===== config.mk =====
export PLATFORM = sky130hd
export DESIGN_NAME = seg7_scan_decoder
export DESIGN_NICKNAME = d
export VERILOG_FILES = /design/src/rtl/seg7_scan_decoder.sv
export SDC_FILE = /design/constraint.sdc
export NUM_CORES = 1
export LEC_CHECK = 0
export BUFFER_PORTS_ARGS = -buffer_cell sky130_fd_sc_hd__buf_2
export CELL_PAD_IN_SITES_DETAIL_PLACEMENT = 1
export CELL_PAD_IN_SITES_GLOBAL_PLACEMENT = 1
export CORE_AREA = 2 2 95 97
export CTS_BUF_LIST = sky130_fd_sc_hd__clkbuf_2 sky130_fd_sc_hd__clkbuf_4 sky130_fd_sc_hd__clkbuf_8
export CTS_CLUSTER_DIAMETER = 50
export DETAILED_ROUTE_END_ITERATION = 10
export DIE_AREA = 0 0 97 99
export PLACE_DENSITY_LB_ADDON = 0.1
export SLEW_MARGIN = 20
export SYNTH_ARGS = -nofsm -noshare
export SYNTH_HDL_FRONTEND = slang
export SYNTH_SLANG_ARGS = --single-unit
export TNS_END_PERCENT = 10

===== constraint.sdc =====
create_clock -name clk -period 5 [get_ports clk]
set_input_delay 0.75 -clock clk [delete_from_list [all_inputs] [get_ports clk]]
set_output_delay 0.75 -clock clk [all_outputs]
set_load 0.005 [all_outputs]

===== src/rtl/seg7_scan_decoder.sv =====
// Decoder for a scanned, active-low 7-segment display: it debounces the digit samples,
// assembles units/tens/hundreds frames and checks each new value against a 24 or 150 wrap sequence.
module seg7_scan_decoder #(
  parameter int unsigned STABLE = 4
) (
  input  logic        clk,
  input  logic        rst,
  input  logic [6:0]  seg,
  input  logic [2:0]  dig_sel,
  input  logic        mod_sel,
  input  logic        clr,
  output logic [11:0] bcd_val,
  output logic [9:0]  bin_val,
  output logic        val_valid,
  output logic        seg_err,
  output logic        seq_err,
  output logic        range_err
);

  localparam logic [3:0] STAB = 4'(STABLE);

  // Sample stability tracking
  logic [9:0]  r_prev_in;
  logic [3:0]  r_stab_cnt;
  logic [9:0]  w_in;
  logic        w_onehot;
  logic        w_changed;
  logic [3:0]  w_cnt_next;
  logic        w_accept;

  // Frame assembly
  logic [3:0]  r_dig_u, r_dig_t, r_dig_h;
  logic [2:0]  r_cap;
  logic        r_bad;
  logic [3:0]  w_dig_u, w_dig_t, w_dig_h;
  logic [2:0]  w_cap;
  logic        w_bad;
  logic        w_frame_done;
  logic [3:0]  w_digit;
  logic        w_illegal;

  // Completed frame waiting for evaluation
  logic        r_pend;
  logic [11:0] r_frame;
  logic        r_frame_bad;

  // Value / sequence stage
  logic [11:0] r_bcd;
  logic [9:0]  r_bin;
  logic        r_valid;
  logic        r_seg_err, r_seq_err, r_range_err;
  logic        r_has_prev;
  logic        r_mod_q;
  logic        w_mod_chg;
  logic [9:0]  w_frame_bin;
  logic [9:0]  w_limit;
  logic        w_update;
  logic        w_seq_ok;

  assign w_in      = {seg, dig_sel};
  assign w_onehot  = (dig_sel == 3'b001) || (dig_sel == 3'b010) || (dig_sel == 3'b100);
  assign w_changed = (w_in != r_prev_in);

  always_comb begin
    w_cnt_next = r_stab_cnt;
    if (!w_onehot)
      w_cnt_next = '0;
    else if (w_changed)
      w_cnt_next = 4'd1;
    else if (r_stab_cnt < STAB)
      w_cnt_next = r_stab_cnt + 4'd1;
  end

  // Fires once per run: either on the cycle the count first reaches STABLE, or
  // (STABLE=1) on the first cycle of a new run even if the counter already sat at 1.
  assign w_accept = w_onehot && (w_cnt_next == STAB) && (w_changed || (r_stab_cnt != STAB));

  always_comb begin
    w_digit   = 4'hF;
    w_illegal = 1'b0;
    case (seg)
      7'h40: w_digit = 4'd0;
      7'h79: w_digit = 4'd1;
      7'h24: w_digit = 4'd2;
      7'h30: w_digit = 4'd3;
      7'h19: w_digit = 4'd4;
      7'h12: w_digit = 4'd5;
      7'h02: w_digit = 4'd6;
      7'h78: w_digit = 4'd7;
      7'h00: w_digit = 4'd8;
      7'h10: w_digit = 4'd9;
      default: w_illegal = 1'b1;
    endcase
  end

  always_comb begin
    w_dig_u = r_dig_u;
    w_dig_t = r_dig_t;
    w_dig_h = r_dig_h;
    w_cap   = r_cap;
    w_bad   = r_bad;
    if (w_accept) begin
      if (dig_sel[0]) w_dig_u = w_digit;
      if (dig_sel[1]) w_dig_t = w_digit;
      if (dig_sel[2]) w_dig_h = w_digit;
      w_cap = r_cap | dig_sel;
      if (w_illegal) w_bad = 1'b1;
    end
  end

  assign w_frame_done = &w_cap;

  always_ff @(posedge clk or negedge rst) begin
    if (!rst) begin
      r_prev_in  <= '0;
      r_stab_cnt <= '0;
    end else begin
      r_prev_in  <= w_in;
      r_stab_cnt <= w_cnt_next;
    end
  end

  always_ff @(posedge clk or negedge rst) begin
    if (!rst) begin
      r_dig_u     <= '0;
      r_dig_t     <= '0;
      r_dig_h     <= '0;
      r_cap       <= '0;
      r_bad       <= 1'b0;
      r_pend      <= 1'b0;
      r_frame     <= '0;
      r_frame_bad <= 1'b0;
    end else begin
      r_dig_u <= w_dig_u;
      r_dig_t <= w_dig_t;
      r_dig_h <= w_dig_h;
      if (clr) begin
        r_cap  <= '0;
        r_bad  <= 1'b0;
        r_pend <= 1'b0;
      end else if (w_frame_done) begin
        r_cap       <= '0;
        r_bad       <= 1'b0;
        r_pend      <= 1'b1;
        r_frame     <= {w_dig_h, w_dig_t, w_dig_u};
        r_frame_bad <= w_bad;
      end else begin
        r_cap  <= w_cap;
        r_bad  <= w_bad;
        r_pend <= 1'b0;
      end
    end
  end

  assign w_frame_bin = (10'(r_frame[11:8]) * 10'd100)
                     + (10'(r_frame[7:4])  * 10'd10)
                     +  10'(r_frame[3:0]);
  assign w_limit   = mod_sel ? 10'd149 : 10'd23;
  assign w_mod_chg = (mod_sel != r_mod_q);
  assign w_update  = r_pend && !r_frame_bad && (r_frame != r_bcd);
  assign w_seq_ok  = (w_frame_bin == r_bin + 10'd1) ||
                     ((w_frame_bin == '0) && (r_bin == w_limit));

  always_ff @(posedge clk or negedge rst) begin
    if (!rst) begin
      r_bcd       <= '0;
      r_bin       <= '0;
      r_valid     <= 1'b0;
      r_seg_err   <= 1'b0;
      r_seq_err   <= 1'b0;
      r_range_err <= 1'b0;
      r_has_prev  <= 1'b0;
      r_mod_q     <= 1'b0;
    end else begin
      r_mod_q <= mod_sel;
      r_valid <= w_update;
      if (w_update) begin
        r_bcd <= r_frame;
        r_bin <= w_frame_bin;
      end
      // A mod_sel change coinciding with an update makes that value the new sequence start.
      if (clr) begin
        r_seg_err   <= 1'b0;
        r_seq_err   <= 1'b0;
        r_range_err <= 1'b0;
        r_has_prev  <= 1'b0;
      end else begin
        if (w_accept && w_illegal)
          r_seg_err <= 1'b1;
        if (w_update && (w_frame_bin > w_limit))
          r_range_err <= 1'b1;
        if (w_update && r_has_prev && !w_mod_chg && !w_seq_ok)
          r_seq_err <= 1'b1;
        if (w_update)
          r_has_prev <= 1'b1;
        else if (w_mod_chg)
          r_has_prev <= 1'b0;
      end
    end
  end

  assign bcd_val   = r_bcd;
  assign bin_val   = r_bin;
  assign val_valid = r_valid;
  assign seg_err   = r_seg_err;
  assign seq_err   = r_seq_err;
  assign range_err = r_range_err;

endmodule

# Word level (Yosys, flattened, before mapping)

Index checks and enable logic that the tools add are counted.

Flip-flop bits (word level): 72
Bits in latches: 0
RAM bits: 0
ROM bits: 0
Bits of input ports: 14
Output and inout bits: 26
Logic and storage cells: 103
Memories: 0

$add $sub $neg: 4
Multipliers: 2
Div/mod/pow operators: 0
Order comparisons: 2
Equality and inequality tests: 19
Shift operators: 0
Muxes and demuxes: 30
Bitwise logic cells: 2
Reductions and logical operators: 26

Operators by type and width:

| cell                                                | count |
|---|---|
| case mux 4 bit (10 select lines)                    | 1 |
| 2-to-1 mux 4 bit                                    | 9 |
| equality test 7 x 5 -> 1 bit, second input constant | 3 |
| equality test 7 bit, second input constant          | 3 |
| 2-to-1 mux 1 bit                                    | 16 |
| equality test 7 x 6 -> 1 bit, second input constant | 2 |
| inequality test 12 bit                              | 1 |
| adder 10 x 1 -> 10 bit, second input constant       | 1 |
| adder 10 x 4 -> 10 bit                              | 1 |
| adder 10 x 8 -> 10 bit                              | 1 |
| equality test 10 bit                                | 1 |
| equality test 10 x 8 -> 1 bit                       | 1 |
| > comparator 10 x 8 -> 1 bit                        | 1 |
| logical AND 1 bit                                   | 10 |
| zero test 10 bit                                    | 1 |
| inequality test 10 bit                              | 1 |
| OR reduction 10 bit                                 | 1 |
| 2-to-1 mux 3 bit                                    | 3 |
| multiplier 4 x 5 -> 8 bit, second input constant    | 1 |
| 2-to-1 mux 8 bit                                    | 1 |
| equality test 7 x 2 -> 1 bit, second input constant | 1 |
| zero test 7 bit                                     | 1 |
| multiplier 4 x 3 -> 7 bit, second input constant    | 1 |
| nonzero test 2 bit                                  | 3 |
| other kinds (15)                                    | 20 |

# Depth between registers and ports, before layout

Word-level depth: 11
Depth in mapped cells: 14

# Worst setup path before layout

No wires, ideal clock.

Path type: register to register
Start: register r_frame[9]
End: register r_seq_err (netlist: seq_err)
Arrival time: 3.455 ns
Data required time: 4.878 ns
Slack: 1.424 ns
Stages on the path, launching flop included: 14
Cell sequence: dfrtp_1 > ha_1 > ha_1 > inv_1 > fa_1 > inv_1 > ha_1 > ha_1 > nor2b_1 > a22oi_1 > o21ai_0 > a211o_1 > or4_1 > a32o_1

Cells in the longest elaborated chain, start to end: 9
Elaborated cells between the ends (all ways): 14

RTL lines:

| element                               | RTL line | RTL |
|---|---|---|
| start, declared                       | 44       | `logic [11:0] r_frame;` |
| start signal, assigned                | 145      | `r_frame <= {w_dig_h, w_dig_t, w_dig_u};` |
| multiplier 4 x 5 -> 8 bit             | 155      | `assign w_frame_bin = (10'(r_frame[11:8]) * 10'd100)` |
| adder 10 x 8 -> 10 bit                | 156      | `+ (10'(r_frame[7:4]) * 10'd10)` |
| adder 10 x 4 -> 10 bit                | 157      | `+ 10'(r_frame[3:0]);` |
| zero test 10 bit                      | 162      | `((w_frame_bin == '0) && (r_bin == w_limit));` |
| logical AND 1 bit                     | 162      |  |
| logical OR 1 bit                      | 161      | `assign w_seq_ok = (w_frame_bin == r_bin + 10'd1) \|\|` |
| zero test 1 bit                       | 192      | `if (w_update && r_has_prev && !w_mod_chg && !w_seq_ok)` |
| logical AND 1 bit *                   | 192      |  |
| nonzero test 2 bit (no source line) * | n/a      |  |
| end signal, assigned                  | 170      | `r_seq_err <= 1'b0;` |
| end signal, assigned                  | 184      | `r_seq_err <= 1'b0;` |
| end signal, assigned                  | 193      | `r_seq_err <= 1'b1;` |
| end, declared                         | 51       | `logic r_seg_err, r_seq_err, r_range_err;` |

Every way passes the cells marked *; elsewhere a longest branch is shown, timed or not.
A chain may end at the register's enable or synchronous reset.

# Worst setup path after layout

Start: register r_frame[8]
End: register r_seq_err (netlist: seq_err)

The elaborated chain is that of the path after synthesis.

==> metrics <==
status complete, no violations; final setup fails 0; cell with the most instances after synthesis dfrtp_1; Synth Flop Type dfrtp_1; CP Cell Sequence ha_1 > ha_1 > inv_1 > fa_1 > inv_1 > ha_1 > ha_1 > nor2b_1 > a22oi_1 > o21ai_0 > a211o_1 > or4_1 > a32o_1; met2 wire length 5056 microns; CTS tree built; Synth top area share 0.4331; number of enable flip-flop cells after synthesis 0; top routing layer in use met4; Hold WC Path Type input port to async pin; routed via count around 2.8k; Final ANT Viol Nets 0; DP Area 4409 sq um; Post-DP HPWL 7086 microns; #FFs+latches synth 71; Setup Buffers After CTS 0; fillers 947; initial antenna violation count 0; Worst Tran Pin Value 875.4 ps; Final min period 3907 ps; Worst Setup Start Kind flip-flop; buffers added on ports 39; setup repair after global routing missed its margin no; Max IR drop VDD 0.0001371 V; max-cap viol count 0; Metal-1 WL 4385 microns; gpl congestion about 0.83; Max Freq 255.9 MHz; Initial DRC Count 73; Critical Path AT 4130 ps; number of clock sinks 71; Die Wd about 97 microns; Die Height slightly below 100 microns; max-slew violation count 0; Yosys warnings 0; total negative setup slack 0 ps; Leak Pwr between 0.002 and 0.0025 uW; most used cell, CP ha_1; synth unique cells between 40 and 50; antenna cells 0; GRT Overall Usage 0.2208; Worst-path clk slew 90 ps; syn avg cell area around 12 sq um; CTS HTree Levels 3; Post-Syn Instances 355; Longest Clk Path Bufs 2; Routed WL per cell 18.98 microns; hold_buf cts 0; Post-Syn Area 4103 sq um; IO Pins 40; Clk Latency, worst-skew pair 350 ps; Synth area leaders dfrtp_1, mux2_2, ha_1; Yosys top cell by area dfrtp_1; placed insts 498; Tcrit/Tclk final 0.7814; pwr dens 261.3 nW/um^2; proportion of layout cells with a drive suffix above 1 0.2611; Post-route DRC 0; vias per cell 5.535; max_slew headroom 0.4082; final global-route overflow total 0; Final Hold Fails 0; Hold Slack 392.8 ps; critical-path maximum fanout 6; clock skew 11.22 ps; Die ar. between 9000 and 10000 sq um; core footprint approximately 8600 sq um; WL met3 about 190 microns; number of CTS-inserted buffers 9; Syn Nets between 400 and 500; clk root buf clkbuf_8; vias in the first global route 3217; asr flop ratio synth 1.000; largest net degree at the start of global routing 44; Initial Util 0.4798; DRT Pass-1 Iters 4; critical path capture point type flip-flop; Layout area overhead 13.69%; max incr delay on CP roughly 500 ps; FF-to-FF path depth 13; fin cells about 510; fin area ~4700 sq um; Post-CTS Resized 0; slowest CP cell or4_1; # rows 34; Required @ worst endpoint 5230 ps; sequential area share after synthesis 0.4331; WL final 9756 microns; CP Class flip-flop to flip-flop; Post-synth top cells dfrtp_1, mux2_2, xnor2_1; # nets final 448; first-pass GRT wire length 16760 microns
-- logic make-up (layout without fill, tap and decap cells) --
kind of cell	count (synthesis)	in the layout	synth area share
AND/OR/NAND/NOR	76	76	0.1070
flip-flops	71	71	0.4331
XOR/XNOR	52	52	0.1110
AO/OA/AOI/OAI	51	51	0.07715
multiplexers	45	45	0.1305
adder cells (fa/ha/maj)	33	33	0.1098
buffers and inverters	27	78	0.03141
-- per-stage QoR --
step           power (uW)  utilization  setup slack, ps
3_3_place_gp        643.2       0.5157             1230
6_report             1219       0.5455             1093
5_1_grt              1263       0.5455            882.7
4_1_cts              1240       0.5452             1083
2_1_floorplan       614.2            -             1424
3_5_place_dp        646.2       0.5157             1122
-- state kept, by name (all words and copies together), names as in the netlist, 3 cells and up --
name	flops
r_prev_in	10
r_cap	3
r_frame	12
r_dig_u	4
bin_val	9
r_dig_t	4
r_stab_cnt	4
bcd_val	12
r_dig_h	4
-- report_power, final --
group	internal [uW]	switching (uW)
combinational	17.3	33.8
sequential	579	3.35
clock	349	237
-- worst max-delay path, delay by kind of cell, from the launching register on --
family	cells	cell delay, ps
flops	1	470
buf+inv	2	100
compound gates	4	920
simple gates	2	690
fa+ha+maj	5	1630
-- layout make-up --
| cell class | count | area (sq um) | share of cell area |
|---|---|---|---|
| multi-input combinational | 257 | 2212 | 0.4742 |
| sequential | 71 | 1777 | 0.3809 |
| timing repair buffer | 40 | 205.2 | 0.04399 |
| clock buffer | 10 | 137.6 | 0.02951 |
| tap | 108 | 135.1 | 0.02897 |
| clock inverter | 6 | 115.1 | 0.02468 |
| inverter | 22 | 82.58 | 0.01770 |
-- cells in the final DEF (no fill, tap or decap), drive strengths merged, types with 3 or more instances in the layout --
| cell | instances |
|---|---|
| dfrtp | 71 |
| mux2 | 44 |
| buf | 40 |
| xnor2 | 33 |
| ha | 28 |
| inv | 24 |
| xor2 | 19 |
| a21oi | 19 |
| nor2 | 13 |
| nand2 | 12 |
| o21ai | 11 |
| clkbuf | 10 |
| nand4 | 7 |
| nor4 | 7 |
| nand3 | 6 |
| nor3 | 6 |
| fa | 5 |
| nor2b | 4 |
| a31oi | 4 |
| a21o | 4 |
| and3 | 3 |
| bufinv | 3 |
| or4 | 3 |
-- final timing paths --
| path | start | end | slack [ps] |
|---|---|---|---|
| max | r_frame[8] | seq_err | 1090 |
| min | rst | r_prev_in[8] | 390 |
| max reg2reg | r_frame[8] | seq_err | 1090 |
| min reg2reg | seg_err | seg_err | 500 |
| max in group asynchronous | rst | r_dig_u[1] | 3790 |
| min in group clk | seg_err | seg_err | 500 |
-- metal layers --
layer | track usage | vias up
met4 | 0.06392 | 0
met3 | 0.03333 | 12
li1 | - | 1353
met2 | 0.3942 | 39
met1 | 0.2793 | 1441
met5 | 0 | -
Note: power is estimated with default switching activity, not from simulation.
